### src/rtl/clk_gen_pkg.sv
// clk_gen_pkg -- shared constants and helpers for the programmable clock
// generator (clk_gen_prog / clk_gen_chan).
//   DIV_MIN     : smallest divisor that actually takes effect
//   CNT_W_DEF   : default divisor / counter width
//   DIV_RST_DEF : default divisor loaded into every channel at reset
//   CH_IDX_W    : width of the channel-select field of a divisor write
package clk_gen_pkg;

  localparam int unsigned DIV_MIN     = 2;
  localparam int          CNT_W_DEF   = 16;
  localparam int          DIV_RST_DEF = 16;
  localparam int          CHX_DUMMY   = 0;
  localparam int          CH_IDX_W    = 3;

  // Divisors below DIV_MIN are kept as written but behave as DIV_MIN.
  function automatic int unsigned eff_div(input int unsigned d);
    return (d < DIV_MIN) ? DIV_MIN : d;
  endfunction

endpackage

### src/rtl/clk_gen_chan.sv
// clk_gen_chan -- one divided-clock channel.
// Holds an active divisor, a shadow divisor and a period counter. A new
// divisor written mid-period waits in the shadow register (o_pend high) and
// is applied on the wrap edge, so no phase is ever cut short or stretched.
// Ports:
//   i_clk     : system clock, rising edge
//   i_rst_n   : asynchronous active-low reset (already release-synchronised)
//   i_en      : channel enable, level-sensitive
//   i_wr      : divisor write strobe for this channel
//   i_val     : divisor value written (period in clock cycles)
//   o_clk_out : registered divided clock
//   o_tick    : one-cycle pulse in the first cycle of every period
//   o_pend    : a written divisor is waiting for the period boundary
module clk_gen_chan
  import clk_gen_pkg::*;
#(
  parameter int CNT_W   = CNT_W_DEF,
  parameter int DIV_RST = DIV_RST_DEF
) (
  input  logic             i_clk,
  input  logic             i_rst_n,
  input  logic             i_en,
  input  logic             i_wr,
  input  logic [CNT_W-1:0] i_val,
  output logic             o_clk_out,
  output logic             o_tick,
  output logic             o_pend
);

  logic [CNT_W-1:0] r_div;
  logic [CNT_W-1:0] r_shd;
  logic [CNT_W-1:0] r_cnt;
  logic             r_pend;
  logic             r_run;
  logic             r_clk_out;
  logic             r_tick;

  logic [CNT_W-1:0] w_deff_cur;
  logic [CNT_W-1:0] w_deff_nxt;
  logic             w_last;
  logic [CNT_W-1:0] w_div_nxt;
  logic [CNT_W-1:0] w_shd_nxt;
  logic [CNT_W-1:0] w_cnt_nxt;
  logic             w_pend_nxt;
  logic             w_clk_nxt;
  logic             w_tick_nxt;

  assign w_deff_cur = CNT_W'(eff_div(32'(r_div)));

  // r_run marks that the previous cycle was counting; the first enabled
  // cycle therefore always starts at cnt=0 rather than continuing.
  assign w_last = r_run && (r_cnt >= (w_deff_cur - CNT_W'(1)));

  always_comb begin
    w_div_nxt  = r_div;
    w_shd_nxt  = r_shd;
    w_pend_nxt = r_pend;
    w_cnt_nxt  = '0;
    if (!i_en || w_last) begin
      // Period boundary (or idle): a write in this very cycle bypasses the
      // shadow, otherwise a pending shadow value becomes active.
      if (i_wr) begin
        w_div_nxt = i_val;
        w_shd_nxt = i_val;
      end else if (r_pend) begin
        w_div_nxt = r_shd;
      end
      w_pend_nxt = 1'b0;
    end else begin
      if (i_wr) begin
        w_shd_nxt  = i_val;
        w_pend_nxt = 1'b1;
      end
      w_cnt_nxt = r_run ? (r_cnt + CNT_W'(1)) : '0;
    end
  end

  // Outputs are decoded from the next-state counter so that the registered
  // clk_out/tick line up with the counter value of the same cycle.
  assign w_deff_nxt = CNT_W'(eff_div(32'(w_div_nxt)));
  assign w_clk_nxt  = i_en && (w_cnt_nxt >= (w_deff_nxt >> 1));
  assign w_tick_nxt = i_en && (w_cnt_nxt == '0);

  always_ff @(posedge i_clk or negedge i_rst_n) begin
    if (!i_rst_n) begin
      r_div     <= CNT_W'(DIV_RST);
      r_shd     <= CNT_W'(DIV_RST);
      r_cnt     <= '0;
      r_pend    <= 1'b0;
      r_run     <= 1'b0;
      r_clk_out <= 1'b0;
      r_tick    <= 1'b0;
    end else begin
      r_div     <= w_div_nxt;
      r_shd     <= w_shd_nxt;
      r_cnt     <= w_cnt_nxt;
      r_pend    <= w_pend_nxt;
      r_run     <= i_en;
      r_clk_out <= w_clk_nxt;
      r_tick    <= w_tick_nxt;
    end
  end

  assign o_clk_out = r_clk_out;
  assign o_tick    = r_tick;
  assign o_pend    = r_pend;

endmodule

### src/rtl/clk_gen_prog.sv
// clk_gen_prog -- programmable multi-channel clock divider.
// N_CH independent channels, each producing a registered divided clock, a
// period-start tick and a pending-divisor flag. Divisors are written one
// channel at a time through div_wr/div_ch/div_val; writes addressed to a
// channel index >= N_CH are ignored.
// Ports:
//   clk     : system clock, rising edge
//   reset   : asynchronous active-low reset, release synchronised internally
//   en      : per-channel enable
//   div_wr  : one-cycle divisor write strobe
//   div_ch  : target channel of the write
//   div_val : divisor value (period in clk cycles; 0 and 1 act as 2)
//   clk_out : per-channel divided clock
//   tick    : per-channel first-cycle-of-period pulse
//   pend    : per-channel written divisor awaiting its period boundary
module clk_gen_prog
  import clk_gen_pkg::*;
#(
  parameter int N_CH    = 3,
  parameter int CNT_W   = CNT_W_DEF,
  parameter int DIV_RST = DIV_RST_DEF
) (
  input  logic                clk,
  input  logic                reset,
  input  logic [N_CH-1:0]     en,
  input  logic                div_wr,
  input  logic [CH_IDX_W-1:0] div_ch,
  input  logic [CNT_W-1:0]    div_val,
  output logic [N_CH-1:0]     clk_out,
  output logic [N_CH-1:0]     tick,
  output logic [N_CH-1:0]     pend
);

  logic [1:0]      r_rst_sync;
  logic            w_rst_n;
  logic [N_CH-1:0] w_wr;

  // Assertion reaches the channels asynchronously through the flop reset;
  // release is delayed by two clk edges.
  always_ff @(posedge clk or negedge reset) begin
    if (!reset) begin
      r_rst_sync <= '0;
    end else begin
      r_rst_sync <= {r_rst_sync[0], 1'b1};
    end
  end

  assign w_rst_n = r_rst_sync[1];

  for (genvar g = 0; g < N_CH; g++) begin : g_ch
    assign w_wr[g] = div_wr && (div_ch == CH_IDX_W'(g));

    clk_gen_chan #(
      .CNT_W   (CNT_W),
      .DIV_RST (DIV_RST)
    ) u_chan (
      .i_clk     (clk),
      .i_rst_n   (w_rst_n),
      .i_en      (en[g]),
      .i_wr      (w_wr[g]),
      .i_val     (div_val),
      .o_clk_out (clk_out[g]),
      .o_tick    (tick[g]),
      .o_pend    (pend[g])
    );
  end

endmodule
### config.mk
export PLATFORM = sky130hd
export DESIGN_NAME = clk_gen_prog
export DESIGN_NICKNAME = d
export VERILOG_FILES = /design/src/rtl/clk_gen_pkg.sv /design/src/rtl/clk_gen_chan.sv /design/src/rtl/clk_gen_prog.sv
export SDC_FILE = /design/constraint.sdc
export NUM_CORES = 1
export LEC_CHECK = 0
export CAP_MARGIN = 20
export CORE_UTILIZATION = 55
export CTS_BUF_LIST = sky130_fd_sc_hd__clkbuf_2 sky130_fd_sc_hd__clkbuf_4 sky130_fd_sc_hd__clkbuf_8
export DETAILED_ROUTE_END_ITERATION = 10
export PLACE_DENSITY = 0.74
export SYNTH_ARGS = -nofsm -noshare
export SYNTH_HDL_FRONTEND = slang
export SYNTH_HIERARCHICAL = 1
export SYNTH_SLANG_ARGS = --single-unit
### constraint.sdc
create_clock -name clk -period 6.1 [get_ports clk]
set_input_delay 1.22 -clock clk [delete_from_list [all_inputs] [get_ports clk]]
set_output_delay 1.22 -clock clk [all_outputs]
set_load 0.01 [all_outputs]
==> impl_metrics.env <==
export IMPL_numPortBuffers=33
export IMPL_fmaxAchievable_mhz=149
export IMPL_fp_dieH_um=141
export IMPL_ys_seq_elements=158
export IMPL_criticalPathCategory="reg -> reg"
export IMPL_setup_violations_final=3
export IMPL_yosys_cell_types_count=49
export IMPL_crit_path_end_kind="register"
export IMPL_fin_nets=1543
export IMPL_grt_max_degree=82
export IMPL_synth_edf_count=0
export IMPL_drc=0
export IMPL_worstReg2RegEnd="g_ch[0].u_chan/o_clk_out$_DFF_PN0_"
export IMPL_coreArea_mm2=0.0188
export IMPL_fp_row_count=50
export IMPL_ant_nets=0
export IMPL_reg2reg_depth=34
export IMPL_clock_latency_ps=480
export IMPL_wl_per_cell_um=19.2
export IMPL_cts_tree="yes"
export IMPL_grt_antenna_before_repair=0
export IMPL_async_reset_ff_share_pct=100
export IMPL_syn_inst=1167
export IMPL_outcome="complete, but fails checks"
export IMPL_skew_ps=15.8
export IMPL_slowest_delay_ps=550
export IMPL_vias_per_cell=6.08
export IMPL_clock_sinks=158
export IMPL_start_kind="register"
export IMPL_num_antenna_cells=0
export IMPL_worstPathRequired_ps=6480
export IMPL_regToRegStartpoint="g_ch[0].u_chan/r_div[10]$_DFF_PN0_"
export IMPL_grt_use_total_pct=32.0
export IMPL_final_util_pct=73.9
export IMPL_stdcell_area_mm2=0.0139
export IMPL_crit_arrival_ps=7110
export IMPL_fin_crit_ps=6730
export IMPL_hold_viol=0
export IMPL_path_clk_slew_ps=90
export IMPL_first_pass_iters=6
export IMPL_hpwlAfterDp_um=21500
export IMPL_yosys_top_cells_area="dfrtp_1 (36%), ha_1 (12%), xnor2_1 (6.5%)"
export IMPL_whs_ps=298
export IMPL_layout_commonest_cell="buf_4"
export IMPL_area_growth_pct=31.2
export IMPL_ys_warn_count=6
export IMPL_initial_utilization_pct=56.3
export IMPL_cts_buffer_depth=2
export IMPL_violations="setup timing"
export IMPL_grt_pass1_vias=9815
export IMPL_syn_num_nets=1291
export IMPL_dominantRegCellSynth="dfrtp_1"
export IMPL_finalSetupTns_ps=-1590
export IMPL_place_congestion=0.905
export IMPL_p_per_area_mw_per_mm2=201
export IMPL_grt_pass1_wl_um=49400
export IMPL_synth_area_mm2=0.0106
export IMPL_yosysTopAreaCell="dfrtp_1"
export IMPL_vias=10100
export IMPL_gr_total_overflow=0
export IMPL_cpMostUsedCell="buf_4"
export IMPL_relSlewSlack_pct=23.1
export IMPL_dr_first_iter_drc_count=860
export IMPL_cts_root_buf="clkbuf_8"
export IMPL_fp_dieW_um=141
export IMPL_setup_ws_ps=-633
export IMPL_cts_hold_buf=0
export IMPL_numCtsBuffers=17
export IMPL_layout_common_cells="buf_4 (239), dfrtp_1 (151), inv_1 (113)"
export IMPL_worstPathMaxFanout=4
export IMPL_dpl_cell_area_mm2=0.0123
export IMPL_dieArea_mm2=0.0198
export IMPL_seq_area_frac_synth_pct=37.5
export IMPL_fin_crit_sh_pct=110
export IMPL_maxCapViolCount=0
export IMPL_yosysTopAreaCellShare_pct=36.0
export IMPL_rrSetupSlack_ps=-630
export IMPL_rsz0062_at_grt="true"
export IMPL_drive_gt1_share_pct=28.4
export IMPL_tightest_slew_ps=1150
export IMPL_slew_violations=0
export IMPL_drt_total_wl_um=32000
export IMPL_h_tree_depth=4
export IMPL_hold_class="reg -> async"
export IMPL_ios=34
export IMPL_ir_drop_mv=0.171
export IMPL_syn_avg_cell_area_um2=9.06
export IMPL_p_leak_nw=6.72
export IMPL_timing_critical_path_slowest_stage_cell="or4_4"
## critical path: cells and delay by family, from the launching register on
| family | cells | cell delay (ps) |
|---|---|---|
| compound gates | 14 | 2800 |
| simple gates | 10 | 1640 |
| buf+inv | 7 | 1080 |
| fa+ha+maj | 2 | 530 |
| flops | 1 | 410 |
| xor+xnor | 1 | 190 |
## logic make-up after synthesis
| logic type | share of synthesized area, % |
|---|---|
| AO/OA/AOI/OAI | 15.9 |
| XOR/XNOR | 7.95 |
| adder cells (fa/ha/maj) | 11.7 |
| buffers and inverters | 6.43 |
| flip-flops | 37.5 |
| multiplexers | 2.88 |
| other | 0.0355 |
| AND/OR/NAND/NOR | 17.6 |
## power breakdown
part           leakage [nW]  internal, mW  switching (mW)  total [mW]
clock                 0.236         0.508           0.406       0.913
sequential             1.87          1.15          0.0818        1.24
combinational          4.61         0.314           0.320       0.633
total                  6.72          1.98           0.807        2.78
## cell type report
class | count | area [µm²]
sequential | 158 | 3970
timing repair buffer | 280 | 2250
fill | 1263 | 4900
tap | 234 | 293
multi-input combinational | 839 | 6450
clock inverter | 6 | 134
inverter | 123 | 462
clock buffer | 26 | 320
## per-stage QoR
step           total power, mW  instances  worst slack (ps)
2_1_floorplan             1.52       1167             -22.3
3_3_place_gp              1.76       1554              -827
3_5_place_dp              1.78       1554             -1050
4_1_cts                   2.74       1644              -575
5_1_grt                   2.90       1666              -751
6_report                  2.78       1666              -633
## layer usage
layer / GRT usage [%] / up-vias / part of all wire, %
li1: - / 4689 / -
met5: 0 / - / 0
met4: 14.4 / 0 / 4.0
met1: 41.3 / 4906 / 42
met2: 52.1 / 425 / 47
met3: 6.62 / 108 / 7.0
## what timing repair did
| item | CTS | global route |
|---|---|---|
| pin swaps | 70 | 79 |
| buffers inserted | 57 | 22 |
| endpoints found under the hold margin | 0 | 0 |
| gates resized for setup | 64 | 47 |
| endpoints found under the setup margin | 3 | 4 |
| gates cloned | 1 | 0 |
## cells in the mapped netlist, types with 6 or more instances
master and count:
dfrtp_1 152, inv_1 123, ha_1 99, nor2_1 99, xnor2_1 78, nand2_1 75
nand3_1 75, a21oi_1 36, o21ai_0 36, nor3_1 30, clkbuf_1 27, mux2_2 27
a32oi_1 24, o211ai_1 24, o21ai_1 21, a32o_1 18, nand2b_1 18, nand4_1 18
nor4_1 18, xor2_1 18, nor2b_1 15, a21o_1 12, a31oi_1 12, buf_1 12
and3_1 9, or4_1 9, a221o_1 6, and2_1 6, dfstp_2 6, o2111ai_1 6
o21a_1 6, o31a_1 6
## state kept, by name, summed over array words and instances, names as in the netlist, named ones only
| name | flops |
|---|---|
| g_ch.u_chan/r_shd | 48 |
| r_rst_sync | 2 |
| g_ch.u_chan/r_cnt | 48 |
| g_ch.u_chan/o_pend | 3 |
| g_ch.u_chan/o_clk_out | 3 |
| g_ch.u_chan/o_tick | 3 |
| g_ch.u_chan/r_run | 3 |
| g_ch.u_chan/r_div | 45 |
## worst max-delay path by stage
stage	start	to	cells after the start
2_1_floorplan	g_ch[0].u_chan/r_div[9]$_DFF_PN0_	g_ch[0].u_chan/o_clk_out$_DFF_PN0_	33
3_3_place_gp	g_ch[0].u_chan/r_div[9]$_DFF_PN0_	g_ch[0].u_chan/o_clk_out$_DFF_PN0_	29
6_report	g_ch[0].u_chan/r_div[10]$_DFF_PN0_	g_ch[0].u_chan/o_clk_out$_DFF_PN0_	34
3_5_place_dp	g_ch[0].u_chan/r_div[9]$_DFF_PN0_	g_ch[0].u_chan/o_clk_out$_DFF_PN0_	32
5_1_grt	g_ch[0].u_chan/r_div[10]$_DFF_PN0_	g_ch[0].u_chan/o_clk_out$_DFF_PN0_	35
4_1_cts	g_ch[0].u_chan/r_div[9]$_DFF_PN0_	g_ch[0].u_chan/o_clk_out$_DFF_PN0_	34
No activity file was read; power rests on OpenSTA's default activity.
